[src/rtl/ppfifo_multichannel.sv]
// ----------------------------------------------------------------------------
// ppfifo_multichannel
//
// Multi-channel ping-pong FIFO behind one four-phase put/get handshake pair.
// CHANNELS independent queues of DEPTH words each. Every transaction picks its
// queue with put_channel / get_channel. Writer and reader are separate
// two-state FSMs, so a put and a get can be accepted on the same edge.
//
// Ports
//   clock          in   rising-edge clock
//   reset          in   asynchronous, active-high
//   clear          in   synchronous flush of every channel's pointers/counts
//   put_req        in   writer request (four-phase)
//   put_channel    in   target channel, held stable while put_req is high
//   put_value      in   write data, held stable while put_req is high
//   put_ack        out  write acknowledge
//   get_req        in   reader request (four-phase)
//   get_channel    in   source channel, held stable while get_req is high
//   get_value      out  read data, valid while get_ack is high, then held
//   get_ack        out  read acknowledge
//   full           out  bit c set when channel c holds DEPTH words
//   empty          out  bit c set when channel c holds no words
//   channel_error  out  one-cycle pulse when a request names a channel that
//                       does not exist
// ----------------------------------------------------------------------------
module ppfifo_multichannel #(
    parameter  int WORD_SIZE = 8,
    parameter  int DEPTH     = 4,
    parameter  int CHANNELS  = 4,
    localparam int CH_BITS   = (CHANNELS > 1) ? $clog2(CHANNELS) : 1,
    localparam int CNT_BITS  = $clog2(DEPTH) + 1
) (
    input  logic                 clock,
    input  logic                 reset,
    input  logic                 clear,
    input  logic                 put_req,
    input  logic [CH_BITS-1:0]   put_channel,
    input  logic [WORD_SIZE-1:0] put_value,
    output logic                 put_ack,
    input  logic                 get_req,
    input  logic [CH_BITS-1:0]   get_channel,
    output logic [WORD_SIZE-1:0] get_value,
    output logic                 get_ack,
    output logic [CHANNELS-1:0]  full,
    output logic [CHANNELS-1:0]  empty,
    output logic                 channel_error
);

    localparam int                  PTR_BITS   = $clog2(DEPTH);
    localparam logic [CNT_BITS-1:0] FULL_COUNT = CNT_BITS'(DEPTH);

    typedef enum logic {W_IDLE, W_ACK} w_state_t;
    typedef enum logic {R_IDLE, R_ACK} r_state_t;

    w_state_t w_state, w_state_next;
    r_state_t r_state, r_state_next;

    logic [WORD_SIZE-1:0] mem    [CHANNELS][DEPTH];
    logic [PTR_BITS-1:0]  wr_ptr [CHANNELS];
    logic [PTR_BITS-1:0]  rd_ptr [CHANNELS];
    logic [CNT_BITS-1:0]  count  [CHANNELS];
    logic [CNT_BITS-1:0]  count_next [CHANNELS];

    logic [CHANNELS-1:0]  put_sel;
    logic [CHANNELS-1:0]  get_sel;
    logic [WORD_SIZE-1:0] head_word;
    logic                 put_valid;
    logic                 get_valid;
    logic                 put_accept;
    logic                 get_accept;

    // Channel decode. An index with no matching channel leaves the select
    // vector all zero. That request is therefore never blocked by a flag.
    // Its read data is zero.
    always_comb begin
        // NOTE: every combinational output gets a default before any branch,
        // otherwise paths that skip an assignment infer a latch.
        put_sel   = '0;
        get_sel   = '0;
        head_word = '0;
        for (int c = 0; c < CHANNELS; c++) begin
            if (put_channel == CH_BITS'(c)) begin
                put_sel[c] = 1'b1;
            end
            if (get_channel == CH_BITS'(c)) begin
                get_sel[c] = 1'b1;
                head_word  = mem[c][rd_ptr[c]];
            end
        end
    end

    assign put_valid = |put_sel;
    assign get_valid = |get_sel;

    // The registered flags are used here. A put into an empty channel is
    // therefore invisible to a get on the same edge, and space freed by a
    // get is only seen by a put on the following edge.
    assign put_accept = (w_state == W_IDLE) && put_req && !clear && !(|(put_sel & full));
    assign get_accept = (r_state == R_IDLE) && get_req && !clear && !(|(get_sel & empty));

    // Writer and reader next-state logic
    always_comb begin
        w_state_next = w_state;
        case (w_state)
            W_IDLE: if (put_accept) w_state_next = W_ACK;
            W_ACK:  if (!put_req)   w_state_next = W_IDLE;
        endcase
    end

    always_comb begin
        r_state_next = r_state;
        case (r_state)
            R_IDLE: if (get_accept) r_state_next = R_ACK;
            R_ACK:  if (!get_req)   r_state_next = R_IDLE;
        endcase
    end

    assign put_ack = (w_state == W_ACK);
    assign get_ack = (r_state == R_ACK);

    always_ff @(posedge clock or posedge reset) begin
        // NOTE: sequential state uses non-blocking assignments so every
        // register samples pre-edge values, whatever the statement order.
        if (reset) begin
            w_state <= W_IDLE;
            r_state <= R_IDLE;
        end else begin
            w_state <= w_state_next;
            r_state <= r_state_next;
        end
    end

    // A same-channel put and get on one edge leave the count unchanged.
    always_comb begin
        for (int c = 0; c < CHANNELS; c++) begin
            count_next[c] = count[c];
            if ((put_accept && put_sel[c]) && !(get_accept && get_sel[c])) begin
                count_next[c] = count[c] + CNT_BITS'(1);
            end else if ((get_accept && get_sel[c]) && !(put_accept && put_sel[c])) begin
                count_next[c] = count[c] - CNT_BITS'(1);
            end
        end
    end

    // Pointers, counts and flags. Clear flushes bookkeeping only. No request
    // is accepted while clear is high, so no update can be lost here.
    always_ff @(posedge clock or posedge reset) begin
        if (reset) begin
            for (int c = 0; c < CHANNELS; c++) begin
                wr_ptr[c] <= '0;
                rd_ptr[c] <= '0;
                count[c]  <= '0;
            end
            full  <= '0;
            empty <= '1;
        end else if (clear) begin
            for (int c = 0; c < CHANNELS; c++) begin
                wr_ptr[c] <= '0;
                rd_ptr[c] <= '0;
                count[c]  <= '0;
            end
            full  <= '0;
            empty <= '1;
        end else begin
            for (int c = 0; c < CHANNELS; c++) begin
                if (put_accept && put_sel[c]) begin
                    wr_ptr[c] <= wr_ptr[c] + PTR_BITS'(1);
                end
                if (get_accept && get_sel[c]) begin
                    rd_ptr[c] <= rd_ptr[c] + PTR_BITS'(1);
                end
                count[c] <= count_next[c];
                full[c]  <= (count_next[c] == FULL_COUNT);
                empty[c] <= (count_next[c] == '0);
            end
        end
    end

    // NOTE: storage has no reset. Its contents are only observable through
    // the counts, which are reset, so stale words can never be read.
    always_ff @(posedge clock) begin
        if (put_accept) begin
            for (int c = 0; c < CHANNELS; c++) begin
                if (put_sel[c]) begin
                    mem[c][wr_ptr[c]] <= put_value;
                end
            end
        end
    end

    // Read data register and error pulse. The error is only raised in an
    // acceptance cycle. The FSM then sits in its ACK state, so the error
    // lasts exactly one cycle.
    always_ff @(posedge clock or posedge reset) begin
        if (reset) begin
            get_value     <= '0;
            channel_error <= 1'b0;
        end else begin
            channel_error <= (put_accept && !put_valid) || (get_accept && !get_valid);
            if (get_accept) begin
                get_value <= head_word;
            end
        end
    end

endmodule

[config.mk]
export PLATFORM = sky130hd
export DESIGN_NAME = ppfifo_multichannel
export DESIGN_NICKNAME = d
export VERILOG_FILES = /design/src/rtl/ppfifo_multichannel.sv
export SDC_FILE = /design/constraint.sdc
export NUM_CORES = 1
export LEC_CHECK = 0
export ABC_CLOCK_PERIOD_IN_PS = 6200
export BUFFER_PORTS_ARGS = -buffer_cell sky130_fd_sc_hd__buf_2
export CORE_ASPECT_RATIO = 1.4
export CORE_UTILIZATION = 23
export DETAILED_ROUTE_END_ITERATION = 8
export GPL_TIMING_DRIVEN = 0
export HOLD_SLACK_MARGIN = 0.05
export PLACE_DENSITY = 0.36
export SLEW_MARGIN = 30
export SYNTH_ARGS = -nofsm -noshare
export SYNTH_HDL_FRONTEND = slang
export SYNTH_SLANG_ARGS = --single-unit
[constraint.sdc]
create_clock -name clock -period 6.2 [get_ports clock]
set_input_delay 0.62 -clock clock [delete_from_list [all_inputs] [get_ports clock]]
set_output_delay 0.62 -clock clock [all_outputs]
set_load 0.02 [all_outputs]
==> summary.json, run 1 <==
{
  "cts_num_sinks": {"value": 175},
  "die-area": {"value": 33900, "unit": "sq um"},
  "synth_top_cells_by_area": {"value": "edfxtp_1, dfrtp_1, mux4_2"},
  "ys_warn_count": {"value": 0},
  "timing.critical_path.from_type": {"value": "input port"},
  "antenna-diode-count": {"value": 0},
  "yosys-top-cells-count": {"value": "edfxtp_1, dfrtp_1, mux4_2"},
  "crit_required": {"value": 6520, "unit": "ps"},
  "htree_num_levels": {"value": 4},
  "netSwitchingFraction": {"value": 24.6, "unit": "%"},
  "layout.area.seq": {"value": 5020, "unit": "sq um"},
  "clkTransAtPathRegs": {"value": 70, "unit": "ps"},
  "die_x": {"value": 156, "unit": "um"},
  "power_density": {"value": 297, "unit": "nW/um^2"},
  "drt-pass1-iter-count": {"value": 4},
  "grt_max_degree": {"value": 33},
  "port-buffer-count": {"value": 34},
  "grt_pass1_vias": {"value": 4430},
  "cts_max_path_buffers": {"value": 2},
  "number_of_top_level_pins": {"value": 36},
  "layout-drive-gt1-share": {"value": 24.2, "unit": "%"},
  "layout.nets": {"value": 565},
  "run_status": {"value": "completed"},
  "post_cts_resize_count": {"value": 0},
  "route.antenna.remaining_nets": {"value": 0},
  "wl_per_cell": {"value": 18.1, "unit": "um"},
  "clock_latency_reported_for_the_late_side_of_the_worst_skew_pair": {"value": 430, "unit": "ps"},
  "fin_hold_ws": {"value": 112, "unit": "ps"},
  "cell_internal_pwr": {"value": 2000, "unit": "uW"},
  "max_clock_freq": {"value": 385, "unit": "MHz"},
  "leakage_power_figure": {"value": 0.00310, "unit": "uW"},
  "p_seq_share": {"value": 50.9, "unit": "%"},
  "fin_skew": {"value": 11.7, "unit": "ps"},
  "global_route.overflow_total": {"value": 0},
  "final_design_area_no_fill": {"value": 8920, "unit": "sq um"},
  "total_power": {"value": 2650, "unit": "uW"},
  "cts_tree": {"value": "yes"},
  "area_growth": {"value": 17.1, "unit": "%"},
  "slew_viol_final": {"value": 0},
  "synth.net_count": {"value": 511},
  "core_region_area": {"value": 32500, "unit": "sq um"},
  "dr_vias": {"value": 4052},
  "routed_via_density": {"value": 4.15},
  "clock-root-buffer": {"value": "clkbuf_16"},
  "drv.max_cap_violation_count": {"value": 0},
  "combinational_fraction_of_design_power": {"value": 10.7, "unit": "%"},
  "finalWorstPathRequiredPeriod": {"value": 2600, "unit": "ps"},
  "synth_area_per_cell": {"value": 16.2, "unit": "sq um"},
  "starting_density": {"value": 23.4, "unit": "%"},
  "nFillCells": {"value": 3288},
  "endpoint_kind": {"value": "flop"},
  "timing_worst_slew_pin_value": {"value": 910, "unit": "ps"},
  "dieHeight": {"value": 217, "unit": "um"},
  "grt_pass1_wl": {"value": 26.8, "unit": "mm"},
  "finalSetupViolCount": {"value": 0},
  "area_used_by_multi_input_combinational_logic": {"value": 2440, "unit": "sq um"},
  "switching_power_total": {"value": 654, "unit": "uW"},
  "fp-row-count": {"value": 78},
  "synth_top_flop_cell": {"value": "edfxtp_1"},
  "async_set_or_reset_flop_fraction_in_the_synthesized_netlist": {"value": 26.9, "unit": "%"},
  "post-route-drc-count": {"value": 0},
  "dpl-instance-area": {"value": 8360, "unit": "sq um"},
  "crit_share_post_route": {"value": 41.9, "unit": "%"},
  "violation_count_after_the_first_detailed_routing_iteration": {"value": 169},
  "synthCells": {"value": 470},
  "hp-class": {"value": "input port to asynchronous set/reset pin"},
  "gp_congestion": {"value": 0.709},
  "critPathArrivalTime": {"value": 2910, "unit": "ps"},
  "tritoncts.num_buffers": {"value": 17},
  "dp_hpwl": {"value": 12.4, "unit": "mm"},
  "wirelength": {"value": 17.7, "unit": "mm"},
  "post-synth-top-count-cell": {"value": "edfxtp_1"},
  "cts-hold-fix-buffers": {"value": 0},
  "criticalPathCategory": {"value": "input port to flop"},
  "synth.ff_latch_count": {"value": 175},
  "worst_slew_margin_rel": {"value": 38.5, "unit": "%"},
  "synth.lib_cells_used.distinct": {"value": 54},
  "antenna_violations_before_repair": {"value": 0},
  "vdd.ir_drop.worst": {"value": 0.164, "unit": "mV"},
  "seq_area_frac_synth": {"value": 66.0, "unit": "%"},
  "synth.cell_area": {"value": 7620, "unit": "sq um"},
  "grt_usage": {"value": 11.3, "unit": "%"},
  "yosysTopAreaCell": {"value": "edfxtp_1"},
  "synth_enable_flop_cells": {"value": 128},
  "cp_max_fo": {"value": 10},
  "post-cts-setup-buffers": {"value": 0},
  "synth_top_area_share": {"value": 50.5, "unit": "%"},
  "final-hold-violation-count": {"value": 0},
  "finalSetupTns": {"value": 0, "unit": "ps"},
  "p_clk_share": {"value": 38.4, "unit": "%"},
  "rsz0062_at_grt": {"value": "false"}
}
[worst max-delay path, stage by stage]
cell and delay, ps:
buf_2 100, clkbuf_1 440, buf_1 600, clkbuf_1 510, mux2i_1 250, a21oi_1 100, mux2_2 280
[state kept, by name (all words and copies together), names as in the netlist]
signal	count
wr_ptr	8
put_ack	1
rd_ptr	8
channel_error	1
get_ack	1
count	12
get_value	8
full	4
empty	4
mem	128
[logic make-up after synthesis]
family                   after synthesis  synth area share [%]
AO/OA/AOI/OAI                         47                  4.29
XOR/XNOR                              18                  2.07
multiplexers                          60                  13.6
adder cells (fa/ha/maj)               26                  4.24
AND/OR/NAND/NOR                      102                  7.69
other                                  1                0.0492
flip-flops                           175                  66.0
buffers and inverters                 41                  2.05
[final cells by class]
cell class | count | share of cell area, %
multi-input combinational | 254 | 27.3
timing repair buffer | 35 | 2.13
sequential | 175 | 56.4
clock inverter | 10 | 0.996
inverter | 19 | 0.828
tap | 440 | 6.17
clock buffer | 22 | 5.21
buffer | 22 | 0.968
[final timing paths]
check	startpoint	endpoint	slack, ps	depth (start not counted)
hold / removal	reset	channel_error	110	2
setup reg to reg	put_ack	full[1]	3670	5
setup / recovery	get_channel[0]	get_value[5]	3600	7
hold reg to reg	count[8]	count[8]	510	1
max in group asynchronous	reset	empty[2]	5560	3
min in group clock	get_req	get_ack	440	2
[stage by stage]
stage,setup slack (ps),utilization [%],instances
finish,3600,27.4,977
floorplan,3790,-,470
global route,3440,27.4,977
global placement,3260,25.7,944
detailed placement,3180,25.7,945
CTS,3630,27.4,977
[cells in the final DEF, fill, tap and decap left out, types with 4 or more instances in the layout]
master     instances
nor2b_1            9
mux2i_1           16
dfrtp_1           43
buf_2             36
nand2_1           15
buf_1              6
nor3_1             7
a211oi_1           9
clkbuf_1          16
o21ai_0            7
xor2_1             7
nor2_1            23
mux4_2            34
dfstp_2            4
clkbuf_16         17
nand3_1            4
edfxtp_1         128
xnor2_1           11
and2_1            14
inv_1             18
mux2_2            10
ha_1              24
a21oi_1           15
clkinv_2           5
and3_1             6
[power by group through the flow]
stage / combinational [uW] / sequential (uW) / clock [uW]
floorplan: 143 / 1410 / 0
global route: 310 / 1360 / 1100
finish: 283 / 1350 / 1020
detailed placement: 288 / 1380 / 0
global placement: 280 / 1370 / 0
CTS: 289 / 1350 / 1060
[routing by layer]
| layer | GRT usage [%] | share of wire, % |
|---|---|---|
| met1 | 12.8 | 42 |
| met2 | 20.4 | 54 |
| met3 | 2.51 | 2.6 |
| met4 | 4.12 | 2.1 |
| met5 | 0 | 0 |
No activity file was read; power rests on OpenSTA's default activity.
==> inputs of run 2 (changes only) <==
ABC_CLOCK_PERIOD_IN_PS = 2210   (was 6200)
PLACE_DENSITY = 0.37   (was 0.36)
clock period = 2.21 ns   (was 6.2 ns; I/O delays follow)
==> summary.json, run 2 (synthesized netlist as in run 1, its figures left out) <==
{
  "run_status": {"value": "finished, violations left"},
  "failing_checks": {"value": "setup timing"},
  "cts_num_sinks": {"value": 175, "change": "unchanged"},
  "port-buffer-count": {"value": 34, "change": "unchanged"},
  "slew_viol_final": {"value": 0, "change": "unchanged"},
  "layout-drive-gt1-share": {"value": 33.8, "unit": "%", "change": "+9.6 points"},
  "postLayoutSetupSlackWorst": {"value": -9.42, "unit": "ps", "change": "-3610 ps"},
  "crit_required": {"value": 2580, "unit": "ps", "change": "-3940 ps"},
  "dp_hpwl": {"value": 12.7, "unit": "mm", "change": "+2.8%"},
  "place_ws": {"value": -414, "unit": "ps", "change": "-3600 ps"},
  "wirelength": {"value": 18.0, "unit": "mm", "change": "+2.2%"},
  "worst_slew_margin_rel": {"value": 47.9, "unit": "%", "change": "+9.4 points"},
  "flip_flop_count_of_the_largest_register_all_copies_and_words_added": {"value": 128, "change": "unchanged"},
  "clock_latency_reported_for_the_late_side_of_the_worst_skew_pair": {"value": 430, "unit": "ps", "change": "about the same"},
  "clock-root-buffer": {"value": "clkbuf_16"},
  "grt_pass1_wl": {"value": 27.6, "unit": "mm", "change": "+2.7%"},
  "power_density": {"value": 829, "unit": "nW/um^2", "change": "+180%"},
  "wl_per_cell": {"value": 18.3, "unit": "um", "change": "+1.1%"},
  "post-route-drc-count": {"value": 0, "change": "unchanged"},
  "tritoncts.num_buffers": {"value": 17, "change": "unchanged"},
  "cts_tree": {"value": "yes"},
  "crit_share_post_route": {"value": 100, "unit": "%"},
  "die-area": {"value": 33900, "unit": "sq um", "change": "unchanged"},
  "layout_common_cells": {"value": "edfxtp_1, dfrtp_1, buf_2"},
  "fin_hold_ws": {"value": 192, "unit": "ps", "change": "+79.8 ps"},
  "switching_power_total": {"value": 1930, "unit": "uW", "change": "+200%"},
  "die_x": {"value": 156, "unit": "um", "change": "unchanged"},
  "area_growth": {"value": 22.1, "unit": "%"},
  "antenna-diode-count": {"value": 0, "change": "unchanged"},
  "fin_skew": {"value": 15.0, "unit": "ps", "change": "+3.29 ps"},
  "finalSetupTns": {"value": -9.42, "unit": "ps", "change": "-9.42 ps"},
  "crit_path_cell_trace": {"value": "or4b_4 > or4b_4 > o22ai_4 > mux2i_2 > a21boi_2"},
  "core_region_area": {"value": 32500, "unit": "sq um", "change": "unchanged"},
  "final-hold-violation-count": {"value": 0, "change": "unchanged"},
  "critPathArrivalTime": {"value": 2590, "unit": "ps", "change": "-320 ps"},
  "final_common_cell": {"value": "edfxtp_1"},
  "final-instance-count-excl-fill": {"value": 988, "change": "+1.1%"},
  "cell_internal_pwr": {"value": 5770, "unit": "uW", "change": "+190%"},
  "route.antenna.remaining_nets": {"value": 0, "change": "unchanged"},
  "timing.critical_path.from_type": {"value": "flop"},
  "gp_congestion": {"value": 0.777, "change": "+9.6%"},
  "max_clock_freq": {"value": 451, "unit": "MHz"},
  "clkTransAtPathRegs": {"value": 70, "unit": "ps", "change": "about the same"},
  "finalSetupViolCount": {"value": 1, "change": "+1"},
  "critical-path-slowest-cell": {"value": "or4b_4"},
  "dr_vias": {"value": 4149, "change": "+2.4%"},
  "leakage_power_figure": {"value": 0.00325, "unit": "uW", "change": "+4.7%"},
  "p_clk_share": {"value": 39.1, "unit": "%", "change": "+0.7 points"},
  "starting_density": {"value": 23.4, "unit": "%", "change": "unchanged"},
  "htree_num_levels": {"value": 4, "change": "unchanged"},
  "vdd.ir_drop.worst": {"value": 0.523, "unit": "mV", "change": "+220%"},
  "grt_pass1_vias": {"value": 4443, "change": "+0.29%"},
  "global_route.overflow_total": {"value": 0, "change": "unchanged"},
  "rsz0062_at_grt": {"value": "true"},
  "number_of_top_level_pins": {"value": 36, "change": "unchanged"},
  "cp_max_fo": {"value": 5, "change": "-5"},
  "drv.max_cap_violation_count": {"value": 0, "change": "unchanged"},
  "routed_via_density": {"value": 4.20, "change": "+1.3%"},
  "path_common_cell": {"value": "or4b_4"},
  "slowest_delay": {"value": 560, "unit": "ps", "change": "-40 ps"},
  "finalWorstPathRequiredPeriod": {"value": 2220, "unit": "ps"},
  "violation_count_after_the_first_detailed_routing_iteration": {"value": 201, "change": "+19%"},
  "antenna_violations_before_repair": {"value": 0, "change": "unchanged"},
  "timing_worst_slew_pin_value": {"value": 781, "unit": "ps", "change": "-129 ps"},
  "fp-row-count": {"value": 78, "change": "unchanged"},
  "grt_max_degree": {"value": 26, "change": "-21%"},
  "endpoint_kind": {"value": "flop"},
  "drt-pass1-iter-count": {"value": 4, "change": "unchanged"},
  "combinational_fraction_of_design_power": {"value": 11.5, "unit": "%", "change": "+0.8 points"},
  "p_seq_share": {"value": 49.3, "unit": "%", "change": "-1.6 points"},
  "grt_usage": {"value": 11.4, "unit": "%", "change": "+0.12 points"},
  "netSwitchingFraction": {"value": 25.1, "unit": "%", "change": "+0.43 points"},
  "dp.cells": {"value": 945, "change": "unchanged"},
  "dieHeight": {"value": 217, "unit": "um", "change": "unchanged"},
  "cts_max_path_buffers": {"value": 2, "change": "unchanged"},
  "hp-class": {"value": "input port to flop"},
  "layout.nets": {"value": 576, "change": "+1.9%"},
  "criticalPathCategory": {"value": "flop to flop"}
}
## run 2: cell types whose count changed in the layout (fill, tap and decap cells not counted), sizes merged
cell         change
bufinv           +1
dlygate4sd3      +3
inv              +2
clkinv           -4
clkinvlp         +4
clkbuf           -7
buf             +12
## run 2: power groups by stage
stage | clock network, uW | logic [uW] | registers [uW]
6_report | 3020 | 890 | 3800
5_1_grt | 3230 | 976 | 3820
4_1_cts | 3100 | 835 | 3800
3_5_place_dp | 0 | 811 | 3860
3_3_place_gp | 0 | 784 | 3850
2_1_floorplan | 0 | 401 | 3960
## run 2: worst paths after layout
kind,from,end,slack [ps],depth (start not counted)
hold / removal,put_value[3],mem[0][11],190,1
hold reg to reg,count[2],count[2],500,1
setup reg to reg,put_ack,full[0],-9,5
setup / recovery,put_ack,full[0],-9,5
min in group asynchronous,reset,channel_error,320,3
max in group asynchronous,reset,empty[2],1360,4
## run 2: cell type report
cell class / instances / area [sq um]
timing repair buffer: 53 / 353
fill: 3287 / 23200
buffer: 15 / 61.3
sequential: 175 / 5030
tap: 440 / 551
clock buffer: 19 / 453
inverter: 19 / 73.8
multi-input combinational: 254 / 2640
clock inverter: 13 / 138
## run 2: worst max-delay path: cells and delay by family, from the launching register on
kind / cells / cell delay (ps)
AND/OR/NAND/NOR: 2 / 1100
flip-flops: 1 / 430
AO/OA/AOI/OAI: 2 / 330
multiplexers: 1 / 290
## run 2: per-stage QoR
step	area, sq um	power, uW	util (%)
after floorplan	7620	4360	-
after global placement	8340	4640	25.7
after detailed placement	8370	4670	25.7
after CTS	9110	7740	28.0
after global routing	9300	8030	28.6
final	9300	7710	28.6
## run 2: layer usage
layer | GRT usage, % | share of wire (%) | vias up
met2 | 20.5 | 54 | 61
met1 | 13.2 | 41 | 2160
met3 | 2.21 | 2.5 | 17
li1 | - | - | 1911
met4 | 4.25 | 1.8 | 0
met5 | 0 | 0 | -
## run 2: timing repair
item,4_1_cts,5_1_grt
hold buffers,3,0
setup endpoints to repair,116,121
hold endpoints to repair,23,0
pin swaps,5,6
gates resized for setup,33,28
cloned,0,0
setup buffers,7,8
==> inputs of run 3 (changes only) <==
CORE_ASPECT_RATIO = default   (was 1.4)
==> summary.json, run 3 (synthesized netlist as in run 1, its figures left out) <==
{
  "core_region_area": {"value": 32500, "unit": "sq um", "change": "+0.12%"},
  "critPathArrivalTime": {"value": 2610, "unit": "ps", "change": "+20 ps"},
  "layout-drive-gt1-share": {"value": 30.6, "unit": "%", "change": "-3.1 points"},
  "timing.critical_path.from_type": {"value": "flop"},
  "total_power": {"value": 7550, "unit": "uW", "change": "-2.0%"},
  "flip_flop_count_of_the_largest_register_all_copies_and_words_added": {"value": 128, "change": "unchanged"},
  "dieHeight": {"value": 184, "unit": "um", "change": "-15%"},
  "leakage_power_figure": {"value": 0.00318, "unit": "uW", "change": "-2.0%"},
  "layout.nets": {"value": 567, "change": "-1.6%"},
  "reg2regPathDepth": {"value": 6, "change": "+1"},
  "routed_via_density": {"value": 4.12, "change": "-2.0%"},
  "final-hold-violation-count": {"value": 0, "change": "unchanged"},
  "clkTransAtPathRegs": {"value": 70, "unit": "ps", "change": "about the same"},
  "top_signal_layer_used": {"value": "met4"},
  "postLayoutSetupSlackWorst": {"value": -50.7, "unit": "ps", "change": "-41.3 ps"},
  "grt_pass1_vias": {"value": 4288, "change": "-3.5%"},
  "drv.max_cap_violation_count": {"value": 0, "change": "unchanged"},
  "area_growth": {"value": 19.8, "unit": "%"},
  "startpoint_of_the_most_critical_hold_path": {"value": "put_value[0]"},
  "finalSetupViolCount": {"value": 3, "change": "+2"},
  "finalWorstPathRequiredPeriod": {"value": 2260, "unit": "ps", "change": "+41.3 ps"},
  "fin_skew": {"value": 9.62, "unit": "ps", "change": "-5.36 ps"},
  "power_density": {"value": 828, "unit": "nW/um^2", "change": "about the same"},
  "drt-pass1-iter-count": {"value": 4, "change": "unchanged"},
  "layout.area.seq": {"value": 5030, "unit": "sq um", "change": "unchanged"},
  "slew_viol_final": {"value": 0, "change": "unchanged"},
  "routed-wl-met2": {"value": 8.44, "unit": "mm", "change": "-14%"},
  "max_clock_freq": {"value": 442, "unit": "MHz", "change": "-1.8%"},
  "area_used_by_multi_input_combinational_logic": {"value": 2560, "unit": "sq um", "change": "-3.0%"},
  "fin_hold_ws": {"value": 179, "unit": "ps", "change": "-12.7 ps"},
  "antenna_violations_before_repair": {"value": 0, "change": "unchanged"},
  "nFillCells": {"value": 3321, "change": "+1.0%"},
  "regToRegEndpoint": {"value": "empty[1]"},
  "global_route.overflow_total": {"value": 0, "change": "unchanged"},
  "wl_per_cell": {"value": 17.1, "unit": "um", "change": "-6.3%"},
  "cts_num_sinks": {"value": 175, "change": "unchanged"},
  "route.antenna.remaining_nets": {"value": 0, "change": "unchanged"},
  "rsz0062_at_grt": {"value": "true"},
  "clock-root-buffer": {"value": "clkbuf_16"},
  "dr_vias": {"value": 4038, "change": "-2.7%"},
  "final_util": {"value": 28.0, "unit": "%", "change": "-0.58 points"},
  "criticalPathCategory": {"value": "flop to flop"},
  "tritoncts.num_buffers": {"value": 17, "change": "unchanged"},
  "grt_usage": {"value": 10.5, "unit": "%", "change": "-0.92 points"},
  "violation_count_after_the_first_detailed_routing_iteration": {"value": 246, "change": "+22%"},
  "number_of_top_level_pins": {"value": 36, "change": "unchanged"},
  "crit_share_post_route": {"value": 102, "unit": "%", "change": "+1.9 points"},
  "cp_max_fo": {"value": 6, "change": "+1"},
  "crit_required": {"value": 2560, "unit": "ps", "change": "-20 ps"},
  "post-route-drc-count": {"value": 0, "change": "unchanged"},
  "layout_common_cells": {"value": "edfxtp_1, dfrtp_1, buf_2"},
  "dp.cells": {"value": 947, "change": "+0.21%"},
  "worstHoldPathCells": {"value": 1, "change": "unchanged"},
  "hp-class": {"value": "input port to flop"},
  "vdd.ir_drop.worst": {"value": 0.403, "unit": "mV", "change": "-23%"},
  "cts_max_path_buffers": {"value": 2, "change": "unchanged"},
  "fp-row-count": {"value": 66, "change": "-15%"},
  "worst_slew_margin_rel": {"value": 47.3, "unit": "%", "change": "-0.65 points"},
  "grt_max_degree": {"value": 33, "change": "+27%"},
  "grt_pass1_wl": {"value": 25.6, "unit": "mm", "change": "-7.1%"},
  "antenna-diode-count": {"value": 0, "change": "unchanged"},
  "die-area": {"value": 33800, "unit": "sq um", "change": "about the same"},
  "min_delay_worst_endpoint": {"value": "mem[3][8]"},
  "failing_checks": {"value": "setup timing"},
  "endpoint_kind": {"value": "flop"},
  "r2r_slack": {"value": -50, "unit": "ps", "change": "-40 ps"},
  "dr_wl_met3": {"value": 526, "unit": "um", "change": "+18%"},
  "wirelength": {"value": 16.8, "unit": "mm", "change": "-7.0%"},
  "run_status": {"value": "finished, violations left"},
  "port-buffer-count": {"value": 34, "change": "unchanged"},
  "timing_worst_slew_pin_value": {"value": 780, "unit": "ps", "change": "-1.19 ps"},
  "htree_num_levels": {"value": 4, "change": "unchanged"},
  "cts_tree": {"value": "yes"},
  "crit_path_start": {"value": "put_ack"},
  "final_common_cell": {"value": "edfxtp_1"},
  "startpoint_of_the_most_critical_register_to_register_path": {"value": "put_ack"},
  "dp_hpwl": {"value": 11.7, "unit": "mm", "change": "-7.7%"},
  "met1Wirelength": {"value": 7.63, "unit": "mm", "change": "+2.2%"},
  "final-instance-count-excl-fill": {"value": 981, "change": "-0.71%"},
  "gp_congestion": {"value": 0.699, "change": "-10%"},
  "starting_density": {"value": 23.4, "unit": "%", "change": "-0.027 points"},
  "die_x": {"value": 184, "unit": "um", "change": "+18%"},
  "clock_latency_reported_for_the_late_side_of_the_worst_skew_pair": {"value": 430, "unit": "ps", "change": "about the same"}
}
run 3: worst max path at each step:
stage	end	slack (ps)
floorplan	empty[1]	20
global placement	get_value[5]	-810
detailed placement	get_value[6]	-800
CTS	empty[1]	-70
global route	empty[1]	-140
finish	empty[1]	-50
run 3: through the flow:
stage | instance area, sq um | TNS [ps] | setup slack, ps
2_1_floorplan | 7620 | 0 | 18.9
3_3_place_gp | 8340 | -27620 | -809
3_5_place_dp | 8370 | -28020 | -798
4_1_cts | 9020 | -124 | -66.1
5_1_grt | 9120 | -2930 | -136
6_report | 9120 | -75.5 | -50.7
run 3: routing by layer:
| layer | vias up | global-route usage (%) |
|---|---|---|
| met1 | 2073 | 13.3 |
| met3 | 13 | 2.63 |
| li1 | 1888 | - |
| met4 | 0 | 3.07 |
| met5 | - | 0 |
| met2 | 64 | 17.5 |
run 3: worst max-delay path, cell delays in order (launching register included):
cell and delay [ps]:
dfrtp_2 440, or4b_4 530, or3b_1 380, buf_6 140, maj3_2 320, a221oi_4 290
nor3_2 80
run 3: area by class of cell:
class,count,share of cell area (%)
Multi-Input combinational cell,254,28.0
Clock inverter,13,1.41
Sequential cell,175,55.2
Tap cell,442,6.06
Inverter,19,0.809
Timing Repair Buffer,45,2.99
Buffer,14,0.768
Clock buffer,19,4.75
run 3: repair_timing:
item,4_1_cts,5_1_grt
buffers inserted,4,3
hold buffers,3,0
pin swaps,2,4
hold endpoints to repair,47,0
setup endpoints to repair,81,117
gates resized for setup,19,25
run 3: power by group:
group	internal, uW	switching (uW)	leakage, uW	total [uW]
registers	3680	119	0.00176	3800
clock network	1580	1320	0.000274	2900
logic	342	506	0.00114	848
